File: config.mk
export PLATFORM = sky130hd
export DESIGN_NAME = apu_aout_ctrl
export DESIGN_NICKNAME = d
export VERILOG_FILES = /design/src/rtl/apu_aout_ctrl.sv
export SDC_FILE = /design/constraint.sdc
export NUM_CORES = 1
export LEC_CHECK = 0
export ABC_AREA = 1
export BUFFER_PORTS_ARGS = -buffer_cell sky130_fd_sc_hd__buf_2
export CORE_MARGIN = 4
export CORE_UTILIZATION = 59
export CTS_BUF_LIST = sky130_fd_sc_hd__clkbuf_8 sky130_fd_sc_hd__clkbuf_16
export CTS_CLUSTER_DIAMETER = 150
export CTS_CLUSTER_SIZE = 12
export DETAILED_ROUTE_END_ITERATION = 6
export PLACE_DENSITY = 0.86
export SLEW_MARGIN = 40
export SYNTH_ARGS = -nofsm -noshare
export SYNTH_HDL_FRONTEND = slang
export SYNTH_SLANG_ARGS = --single-unit
export TNS_END_PERCENT = 50
File: constraint.sdc
create_clock -name clk -period 3.2 [get_ports clk]
set_clock_uncertainty 0.15 [all_clocks]
set_input_delay 0.32 -clock clk [delete_from_list [all_inputs] [get_ports clk]]
set_output_delay 0.32 -clock clk [all_outputs]
set_load 0.02 [all_outputs]
File: src/rtl/apu_aout_ctrl.sv
// Audio output controller: soft ramp to/from midscale, paced sample playback from a small FIFO,
// offset-binary conversion for the downstream sigma-delta modulator.
module apu_aout_ctrl #(
  parameter int unsigned W_SAMPLE   = 16,
  parameter int unsigned W_DIV      = 12,
  parameter int unsigned FIFO_DEPTH = 4,
  parameter int unsigned RAMP_STEP  = 256
) (
  input  logic                          clk,
  input  logic                          rst_n,
  input  logic                          en_i,
  input  logic [W_DIV-1:0]              div_i,
  input  logic                          push_valid_i,
  output logic                          push_ready_o,
  input  logic [W_SAMPLE-1:0]           push_data_i,
  output logic [W_SAMPLE-1:0]           sdm_d_o,
  output logic                          busy_o,
  output logic                          underflow_o,
  output logic [$clog2(FIFO_DEPTH):0]   level_o
);

  localparam int unsigned AW = $clog2(FIFO_DEPTH);
  localparam logic [W_SAMPLE-1:0] Mid   = {1'b1, {(W_SAMPLE-1){1'b0}}};
  localparam logic [W_SAMPLE-1:0] Step  = RAMP_STEP[W_SAMPLE-1:0];
  localparam logic [AW:0]         Depth = FIFO_DEPTH[AW:0];

  typedef enum logic [1:0] {StIdle, StRampUp, StRun, StRampDown} state_e;

  state_e               state_q, state_d;
  logic [W_SAMPLE-1:0]  sdm_q, sdm_d;
  logic [3:0]           ramp_cnt_q;
  logic [W_DIV-1:0]     div_cnt_q, div_cnt_d;
  logic [AW:0]          level_q, level_d;
  logic [AW-1:0]        rd_ptr_q, rd_ptr_d, wr_ptr_q, wr_ptr_d;
  logic [W_SAMPLE-1:0]  mem_q [FIFO_DEPTH];

  logic                 ramp_tick, sample_tick, fifo_empty;
  logic                 push, pop, flush;
  logic [W_SAMPLE-1:0]  head;
  logic [W_SAMPLE:0]    up_sum;
  logic [W_SAMPLE-1:0]  ramp_up_val, ramp_dn_val;

  assign ramp_tick    = (ramp_cnt_q == 4'hF);
  assign fifo_empty   = (level_q == '0);
  assign sample_tick  = (state_q == StRun) && (div_cnt_q == '0);
  // Ready uses pre-pop occupancy, so a full FIFO stays closed even on a popping tick.
  assign push_ready_o = ((state_q == StRampUp) || (state_q == StRun)) && (level_q < Depth);
  assign push         = push_valid_i && push_ready_o;
  assign pop          = sample_tick && !fifo_empty;
  assign underflow_o  = sample_tick && fifo_empty;
  assign busy_o       = (state_q != StIdle);
  assign sdm_d_o      = sdm_q;
  assign level_o      = level_q;
  assign head         = mem_q[rd_ptr_q];

  assign up_sum      = {1'b0, sdm_q} + {1'b0, Step};
  assign ramp_up_val = (up_sum >= {1'b0, Mid}) ? Mid : up_sum[W_SAMPLE-1:0];
  assign ramp_dn_val = (sdm_q >= Step) ? (sdm_q - Step) : '0;

  always_comb begin
    state_d   = state_q;
    sdm_d     = sdm_q;
    div_cnt_d = div_cnt_q;
    flush     = 1'b0;
    if (pop) begin
      sdm_d = {~head[W_SAMPLE-1], head[W_SAMPLE-2:0]};
    end
    case (state_q)
      StIdle: begin
        if (en_i) state_d = StRampUp;
      end
      StRampUp: begin
        if (!en_i) begin
          state_d = StRampDown;
          flush   = 1'b1;
        end else if (ramp_tick) begin
          sdm_d = ramp_up_val;
          if (ramp_up_val == Mid) begin
            state_d   = StRun;
            div_cnt_d = div_i;
          end
        end
      end
      StRun: begin
        div_cnt_d = sample_tick ? div_i : (div_cnt_q - 1'b1);
        if (!en_i) begin
          state_d = StRampDown;
          flush   = 1'b1;
        end
      end
      StRampDown: begin
        if (ramp_tick) begin
          sdm_d = ramp_dn_val;
          if (ramp_dn_val == '0) state_d = StIdle;
        end
      end
      default: state_d = StIdle;
    endcase
  end

  always_comb begin
    level_d  = level_q;
    rd_ptr_d = rd_ptr_q;
    wr_ptr_d = wr_ptr_q;
    if (flush) begin
      level_d  = '0;
      rd_ptr_d = '0;
      wr_ptr_d = '0;
    end else begin
      if (push) wr_ptr_d = wr_ptr_q + 1'b1;
      if (pop)  rd_ptr_d = rd_ptr_q + 1'b1;
      if (push && !pop) begin
        level_d = level_q + 1'b1;
      end else if (pop && !push) begin
        level_d = level_q - 1'b1;
      end
    end
  end

  always_ff @(posedge clk or negedge rst_n) begin
    if (!rst_n) begin
      state_q    <= StIdle;
      sdm_q      <= '0;
      ramp_cnt_q <= '0;
      div_cnt_q  <= '0;
      level_q    <= '0;
      rd_ptr_q   <= '0;
      wr_ptr_q   <= '0;
    end else begin
      state_q    <= state_d;
      sdm_q      <= sdm_d;
      ramp_cnt_q <= ramp_cnt_q + 4'd1;
      div_cnt_q  <= div_cnt_d;
      level_q    <= level_d;
      rd_ptr_q   <= rd_ptr_d;
      wr_ptr_q   <= wr_ptr_d;
    end
  end

  // Storage needs no reset; occupancy and pointers define what is valid.
  always_ff @(posedge clk) begin
    if (push) mem_q[wr_ptr_q] <= push_data_i;
  end

endmodule

==> results.json <==
{
  "maxCapViolCount": 0,
  "synth.top_cell.area_share_pct": 34.8,
  "drtPass1Iterations": 5,
  "area_growth_pct": 12.5,
  "yosysTopAreaCell": "edfxtp_1",
  "core_mm2": 0.00920,
  "setup_tns_ns": 0,
  "hp-class": "in2reg",
  "postCtsHoldBufs": 10,
  "rows": 35,
  "synth.distinct_cells": 46,
  "initial_core_util_pct": 60.0,
  "drtIter0Drc": 436,
  "grt_use_met1_pct": 30.0,
  "fin_util_pct": 67.5,
  "hold_viol": 0,
  "yosysMostFrequentCell": "nor2_1",
  "worstSetupPathType": "reg2reg",
  "htreeDepth": 3,
  "cts_buffer_depth": 2,
  "power_switching_mw": 2.16,
  "syn_avg_cell_area_um2": 9.08,
  "grtUsageMet3_pct": 4.26,
  "grt_max_degree": 42,
  "synthTopCellsByCount": "nor2_1 (106), nand2_1 (96), o21ai_0 (77), edfxtp_1 (64), inv_1 (53)",
  "grt_pass1_vias": 4218,
  "post-cts-setup-buffer-count": 0,
  "synth_area_leaders": "edfxtp_1 (35%), dfrtp_1 (19%), nor2_1 (7.2%)",
  "cp.arrival_ns": 2.77,
  "portBuffers": 53,
  "slew_violations": 0,
  "via_count": 4443,
  "setup_viol": 0,
  "power_density_mw_per_mm2": 791,
  "wl_um": 12600,
  "globalRoute.busiestLayer": "met2",
  "die_h_um": 105,
  "yosysSeqAreaShare_pct": 53.4,
  "ys.flop_type": "edfxtp_1",
  "synth_cells": 608,
  "dieWidth_um": 105,
  "path_max_fanout": 20,
  "wl_per_cell_um": 16.0,
  "antenna_found_initial": 0,
  "root_buffer": "clkbuf_8",
  "clkPwrFrac_pct": 17.3,
  "post-route-period-util_pct": 82.5,
  "fmax_mhz": 379,
  "vias_per_cell": 5.65,
  "path_clk_slew_ns": 0.12,
  "gp_congestion": 0.886,
  "startpoint_type": "flip-flop",
  "comb_power_share_pct": 39.2,
  "post_cts_resize_count": 0,
  "dieArea_mm2": 0.0110,
  "synth-async-reset-ratio_pct": 39.0,
  "cp_data_required_time_ns": 3.33,
  "diodes": 0,
  "drive_above_1_share_pct": 14.4,
  "total_power_mw": 4.91,
  "yosys_warnings": 0,
  "grt_overflow": 0,
  "grt_use_total_pct": 22.8,
  "r2r_cells": 13,
  "status": "finished clean",
  "switching_share_pct": 43.9,
  "rsz0062_at_grt": "false",
  "nets": 717,
  "cts_buffers": 9,
  "ys_seq_elements": 105,
  "synth_nets": 655,
  "internal_power_mw": 2.75,
  "cts_sinks": 105,
  "endpoint_kind": "flip-flop",
  "p_leak_nw": 2.67,
  "netlist_area_mm2": 0.00552,
  "min_period_ns": 2.64,
  "synth-edff-count": 64,
  "ant_nets": 0,
  "pin_count": 54,
  "slew_headroom_pct": 63.8,
  "seqPwrFrac_pct": 43.5,
  "hold_path_depth": 1,
  "grt_use_met2_pct": 38.8,
  "grt_pass1_wl_um": 20000,
  "route.detailed.drc": 0,
  "tightest_slew_ns": 0.542,
  "hpwl_um": 8350,
  "clock_latency_ns": 0.38,
  "cts_tree": "done",
  "ir_drop_uv": 401
}
[registers in the layout, indices dropped and copies added (netlist names)]
name	flops
mem_q	64
rd_ptr_q	2
ramp_cnt_q	4
sdm_d_o	16
state_q	2
wr_ptr_q	2
div_cnt_q	12
level_o	3
[kinds of logic after synthesis]
logic type               count (synthesis)  share of synthesized area (%)
XOR/XNOR                                15                           2.38
AND/OR/NAND/NOR                        266                           20.9
flip-flops                             105                           53.4
adder cells (fa/ha/maj)                 15                           3.54
buffers and inverters                   81                           6.41
AO/OA/AOI/OAI                          126                           13.4
[through the flow]
step | setup WS [ns] | instance area, um2 | hold WS, ns | std cells
finish | 0.562 | 6210 | 0.0209 | 786
global route | 0.294 | 6210 | 0.00283 | 786
CTS | 0.563 | 6160 | 0.00156 | 781
detailed placement | 0.581 | 5840 | 0.187 | 755
global placement | 0.694 | 5840 | 0.291 | 755
floorplan | 0.563 | 5520 | -0.126 | 608
[final cells by class]
type	instances	area (um2)
clock buffers	9	124
inverters	56	210
flip-flops and latches	105	2950
well taps	111	139
clock inverters	7	88.8
repair buffers	76	478
fillers	685	2990
multi-input cells	422	2220
[power groups by stage]
stage,clock [mW],combinational [mW],sequential (mW)
after global placement,0,1.82,2.13
after CTS,0.851,1.91,2.12
after floorplan,0,1.38,2.15
after global routing,0.934,2.16,2.17
after detailed placement,0,1.89,2.15
final,0.851,1.93,2.13
[layer usage]
layer  wire (um)  up-vias
met2        6200      150
met5           0        -
met1        5410     2101
met4         179        0
met3         765       15
li1            -     2177
[worst max-delay path, cell delays in order (launching register included)]
cell	delay [ns]
dfrtp_1	0.50
inv_1	0.22
ha_1	0.30
nand3_2	0.11
nor2_1	0.10
nand2_1	0.34
nand2_1	0.19
nand2_1	0.06
nor2_1	0.09
nand2_1	0.06
o21bai_2	0.20
nand2_2	0.08
nand2_1	0.07
nand2_1	0.05
[cells in the final DEF, fill, tap and decap left out, drive strengths merged, types with 3 or more instances in the layout]
master / Yosys / routed
inv: 55 / 59
dfrtp: 41 / 41
nand4: 9 / 9
a31oi: 3 / 3
nand2: 101 / 101
nor2: 110 / 110
o21bai: 13 / 13
a21oi: 7 / 7
o22ai: 7 / 7
buf: 13 / 61
xnor2: 3 / 3
edfxtp: 64 / 64
clkinv: 1 / 4
ha: 14 / 14
clkbuf: 12 / 9
o211ai: 4 / 4
o21ai: 84 / 84
nor3: 5 / 5
nand3: 37 / 37
dlygate4sd3: 0 / 15
xor2: 12 / 12
[path summary, 6_finish.rpt]
path	from	to	slack, ns
setup / recovery	sdm_d_o[8]	state_q[0]	0.56
hold reg to reg	ramp_cnt_q[0]	ramp_cnt_q[0]	0.31
setup reg to reg	sdm_d_o[8]	state_q[0]	0.56
min in group asynchronous	rst_n	sdm_d_o[8]	0.29
hold / removal	push_data_i[13]	mem_q[2][13]	0.02
max in group asynchronous	rst_n	div_cnt_q[11]	2.22
Note: power is estimated with default switching activity, not from simulation.
